### src/rtl/alu_result_stage.sv
// ALU result stage: selects one operation result, derives NZCV flags,
// and buffers entries in a small valid/ready FIFO toward writeback.
module alu_result_stage #(
   parameter int N       = 4,
   parameter int NUM_OPS = 10,
   parameter int SEL_W   = 4,
   parameter int DEPTH   = 2
) (
   input  logic                     clk,
   input  logic                     rst,
   input  logic                     in_valid,
   output logic                     in_ready,
   input  logic [NUM_OPS*(N+1)-1:0] results,
   input  logic [NUM_OPS-1:0]       carry_vec,
   input  logic [NUM_OPS-1:0]       ovf_vec,
   input  logic [SEL_W-1:0]         ALUControl,
   output logic                     out_valid,
   input  logic                     out_ready,
   output logic [N:0]               Q,
   output logic [3:0]               flags,
   output logic                     illegal,
   output logic [7:0]               err_count
);

   localparam int W     = N + 1;
   localparam int E     = W + 5;
   localparam int PTR_W = (DEPTH > 1) ? $clog2(DEPTH) : 1;
   localparam int CNT_W = $clog2(DEPTH + 1);

   logic [E-1:0]     mem_q [DEPTH];
   logic [PTR_W-1:0] wr_ptr_q, wr_ptr_d;
   logic [PTR_W-1:0] rd_ptr_q, rd_ptr_d;
   logic [CNT_W-1:0] cnt_q, cnt_d;
   logic [7:0]       err_q, err_d;

   logic             legal;
   logic [W-1:0]     sel_res;
   logic             sel_c;
   logic             sel_v;
   logic [E-1:0]     entry_d;
   logic [E-1:0]     head;
   logic             push;
   logic             pop;

   assign in_ready  = !rst && (cnt_q < CNT_W'(DEPTH));
   assign out_valid = (cnt_q != '0);
   assign push      = in_valid && in_ready;
   assign pop       = out_valid && out_ready;

   // Illegal opcodes fall back to slot 0 with carry/overflow forced low.
   always_comb begin
      legal   = ({1'b0, ALUControl} < (SEL_W+1)'(NUM_OPS));
      sel_res = '0;
      sel_c   = 1'b0;
      sel_v   = 1'b0;
      for (int k = 0; k < NUM_OPS; k++) begin
         if (legal ? (ALUControl == SEL_W'(k)) : (k == 0)) begin
            sel_res = results[k*W +: W];
            sel_c   = carry_vec[k];
            sel_v   = ovf_vec[k];
         end
      end
      entry_d = {~legal, sel_res[N], ~|sel_res,
                 sel_c & legal, sel_v & legal, sel_res};
   end

   always_comb begin
      wr_ptr_d = wr_ptr_q;
      rd_ptr_d = rd_ptr_q;
      cnt_d    = cnt_q;
      err_d    = err_q;
      if (push) begin
         wr_ptr_d = (wr_ptr_q == PTR_W'(DEPTH-1)) ? '0 : wr_ptr_q + 1'b1;
         if (!legal && err_q != 8'hFF)
            err_d = err_q + 8'd1;
      end
      if (pop)
         rd_ptr_d = (rd_ptr_q == PTR_W'(DEPTH-1)) ? '0 : rd_ptr_q + 1'b1;
      if (push && !pop)
         cnt_d = cnt_q + 1'b1;
      else if (pop && !push)
         cnt_d = cnt_q - 1'b1;
   end

   always_ff @(posedge clk or posedge rst) begin
      if (rst) begin
         wr_ptr_q <= '0;
         rd_ptr_q <= '0;
         cnt_q    <= '0;
         err_q    <= '0;
         for (int i = 0; i < DEPTH; i++)
            mem_q[i] <= '0;
      end else begin
         wr_ptr_q <= wr_ptr_d;
         rd_ptr_q <= rd_ptr_d;
         cnt_q    <= cnt_d;
         err_q    <= err_d;
         if (push)
            mem_q[wr_ptr_q] <= entry_d;
      end
   end

   assign head      = mem_q[rd_ptr_q];
   assign Q         = out_valid ? head[W-1:0] : '0;
   assign flags     = out_valid ? head[W+3:W] : 4'b0000;
   assign illegal   = out_valid & head[E-1];
   assign err_count = err_q;

endmodule

### config.mk
export PLATFORM = sky130hd
export DESIGN_NAME = alu_result_stage
export DESIGN_NICKNAME = d
export VERILOG_FILES = /design/src/rtl/alu_result_stage.sv
export SDC_FILE = /design/constraint.sdc
export NUM_CORES = 1
export LEC_CHECK = 0
export ABC_AREA = 1
export CAP_MARGIN = 20
export CELL_PAD_IN_SITES_DETAIL_PLACEMENT = 1
export CELL_PAD_IN_SITES_GLOBAL_PLACEMENT = 1
export CORE_UTILIZATION = 24
export DETAILED_ROUTE_END_ITERATION = 10
export PLACE_DENSITY = 0.72
export SYNTH_ARGS = -nofsm -noshare
export SYNTH_HDL_FRONTEND = slang
export SYNTH_SLANG_ARGS = --single-unit
### constraint.sdc
create_clock -name clk -period 1.5 [get_ports clk]
set_clock_uncertainty 0.05 [all_clocks]
set_input_delay 0.225 -clock clk [delete_from_list [all_inputs] [get_ports clk]]
set_output_delay 0.225 -clock clk [all_outputs]
set_load 0.005 [all_outputs]
==> reports/results.txt <==
outcome -> finished with violations
failing checks -> negative setup slack
Area contributors post-synth -> dfrtp_1 (38%), nand2_1 (22%), inv_1 (6.0%)
Final Setup Violations -> 14
Clk pwr share -> 14.7%
worst-margin pin slew -> 259 ps
Startpoint Class -> flop
Pre-antenna DRT Iters -> 4
post-synth top area cell -> dfrtp_1
most common cell in the synthesized netlist -> nand2_1
Die Height -> 93.2 microns
fraction of layout cells with a size suffix above 1 -> 31.9%
later-pin clock latency in the skew report -> 290 ps
I/O Buffers -> 97
grt ovf -> 0
Yosys top cell area share -> 37.6%
Power Internal -> 2.88 mW
ys async rst share -> 100%
final setup margin -> -88.7 ps
largest fanout on the critical path -> 4
Max VDD drop -> 0.000502 V
Max Buffers Root-to-Sink -> 2
Synth cell types -> 26
Die W -> 93.2 microns
fraction of the mapped netlist area in adder cells -> 1.25%
Antenna Nets Post-Route -> 0
via count -> 2587
DR WL/cell -> 15.8 microns
sw power -> 1.80 mW
CP max stage cell -> dfrtp_1
post-synthesis mux area share -> 0.564%
DR iter-0 viols -> 80
number of enable flip-flop cells after synthesis -> 0
first-pass GRT wire length -> 13900 microns
main combinational cell family by area after synthesis -> simple AND/OR/NAND/NOR gates
Post-Synth Simple-Gate Area -> 39.7%
number of global-route vias before repair -> 2898
core area -> 7890 sq um
CTS Hold Bufs -> 0
Leakage -> 1.92 nW
placed cell area -> 3410 sq um
utilization after layout -> 48.7%
syn nets -> 380
maximum operating frequency -> 0.629 GHz
GRT Total Usage -> 20.6%
most common flop cell mapped by yosys -> dfrtp_1
Reg power frac -> 29.5%
Filler cells -> 973
Buf/Inv on CP -> 1
final WL -> 8740 microns
Synth Area in XOR/XNOR -> 4.39%
RePlAce Congestion -> 0.862
pins over their slew limit -> 0
Yosys Warn Count -> 0
sequential area share after synthesis -> 37.6%
CTS sink count -> 30
clk root buf -> clkbuf_8
post-synthesis compound-gate area fraction -> 8.77%
Synth Cell Area -> 2000 sq um
Initial Util -> 25.3%
Slew headroom -> 82.7%
antenna violations before repair -> 0
Comb power frac -> 55.8%
CTS H-tree lvls -> 2
hold crit path type -> input port to async pin
Crit Path Class -> flop to flop
Syn Inst Count -> 300
CP Data Required Time -> 1630 ps
Setup WS pre-CTS -> -719 ps
Max Cap Violations -> 0
Final Cell Area -> 3840 sq um
period utilization -> 106%
flop and latch count out of synthesis -> 30
largest net degree at the start of global routing -> 31
row count -> 32
TNS Setup -> -662 ps
Pwr Density -> 1220 nW/um^2
syn_area_per_cell -> 6.66 sq um
CP Data Arrival Time -> 1720 ps
Final Hold Viols -> 0
die area -> 8690 sq um
CP peak stage delay -> 390 ps
sw frac -> 38.5%
CTS Buf Count -> 5
CP top delay family -> simple AND/OR/NAND/NOR gates
Final Net Count -> 531
Clock Pin Slew Worst Setup and Hold Paths -> 70 ps
crit path cell chain -> ha_2 > inv_2 > nor2_2 > a41oi_2 > nand2_2 > nor3b_4 > nand3_1 > xnor2_1
Final min period -> 1590 ps
Vias/cell -> 4.67
Synth-to-Final Area Change -> 92.5%
Post-route DRC -> 0
Critical Path End Type -> flop
RSZ-0062 raised after global routing -> true
post-DP HPWL -> 6690 microns
CTS tree -> built
Diodes inserted -> 0
commonest cells in the synthesized netlist -> nand2_1 (117), inv_1 (32), dfrtp_1 (30), nor2_1 (23), nand3_1 (18)
# IOs -> 98
sequential cells by signal (all words and copies together) (netlist names):
register	cells
mem_q	18
err_count	8
cnt_q	2
rd_ptr_q	1
wr_ptr_q	1
layout make-up:
cell class,count,area [sq um],area share [%]
inverters,36,140,3.64
clock inverters,1,5.00,0.130
multi-input cells,230,1360,35.4
repair buffers,148,1370,35.7
well taps,102,128,3.32
flip-flops and latches,30,751,19.5
clock buffers,7,86.3,2.25
worst min-delay path: stages:
cell	delay [ps]
clkdlybuf4s50_1	460
inv_1	120
buf_12	200
what timing repair did:
item | 4_1_cts | 5_1_grt
endpoints found under the setup margin | 46 | 36
resized for setup | 106 | 72
setup buffers | 11 | 4
cloned | 0 | 1
pin swaps | 22 | 26
cells in the final DEF, fill, tap and decap left out, types with 2 or more instances in the layout:
cell type         n
nand2_1          96
clkdlybuf4s50_1  70
buf_4            39
dfrtp_1          30
inv_1            25
nand3_1          16
nand2_2          15
nor2_1           15
buf_6            15
nand4_1          12
buf_2            11
inv_2             9
nor2_4            8
nand2_4           8
a21oi_1           8
o21ai_1           8
nor2_2            6
clkbuf_8          6
dlygate4sd2_1     6
xnor2_1           5
a21oi_2           5
dlymetal6s2s_1    5
o21ai_0           4
xor2_1            4
nand3_2           3
o21ai_2           3
inv_4             2
or2_0             2
nor3b_4           2
a21oi_4           2
buf_12            2
metrics by stage:
stage / cells / hold slack [ps] / power [mW]
global route: 554 / 340 / 4.99
finish: 554 / 307 / 4.68
floorplan: 300 / 266 / 2.16
CTS: 551 / 315 / 4.38
global placement: 532 / 413 / 3.33
detailed placement: 532 / 419 / 3.43
metal layers:
metal | vias to the layer above | GRT usage (%) | share of wire [%]
met3 | 22 | 2.60 | 2.4
li1 | 1255 | - | -
met1 | 1257 | 24.7 | 43
met4 | 0 | 7.56 | 3.1
met2 | 53 | 37.4 | 52
met5 | - | 0 | 0
worst paths after layout:
path                         startpoint           end  slack, ps  cells past startpoint
max                        err_count[1]  err_count[7]        -90                      8
min                                 rst     mem_q[12]        310                      3
max reg2reg                err_count[1]  err_count[7]        -90                      8
min reg2reg                   mem_q[13]     mem_q[13]        440                      2
max in group asynchronous           rst      wr_ptr_q        910                      3
min in group clk              mem_q[13]     mem_q[13]        440                      2
cell families after synthesis:
kind of cell | Yosys count
buffers and inverters | 40
XOR/XNOR | 10
adder cells (fa/ha/maj) | 2
AND/OR/NAND/NOR | 184
flip-flops | 30
multiplexers | 1
AO/OA/AOI/OAI | 33
power groups by stage:
stage | Combinational [mW] | Sequential [mW] | Clock (mW)
after floorplan | 0.850 | 1.31 | 0
after global placement | 2.03 | 1.31 | 0
after detailed placement | 2.10 | 1.32 | 0
after CTS | 2.34 | 1.34 | 0.700
after global routing | 2.85 | 1.42 | 0.729
final | 2.61 | 1.38 | 0.686
Power figures use the tool's default switching activity.
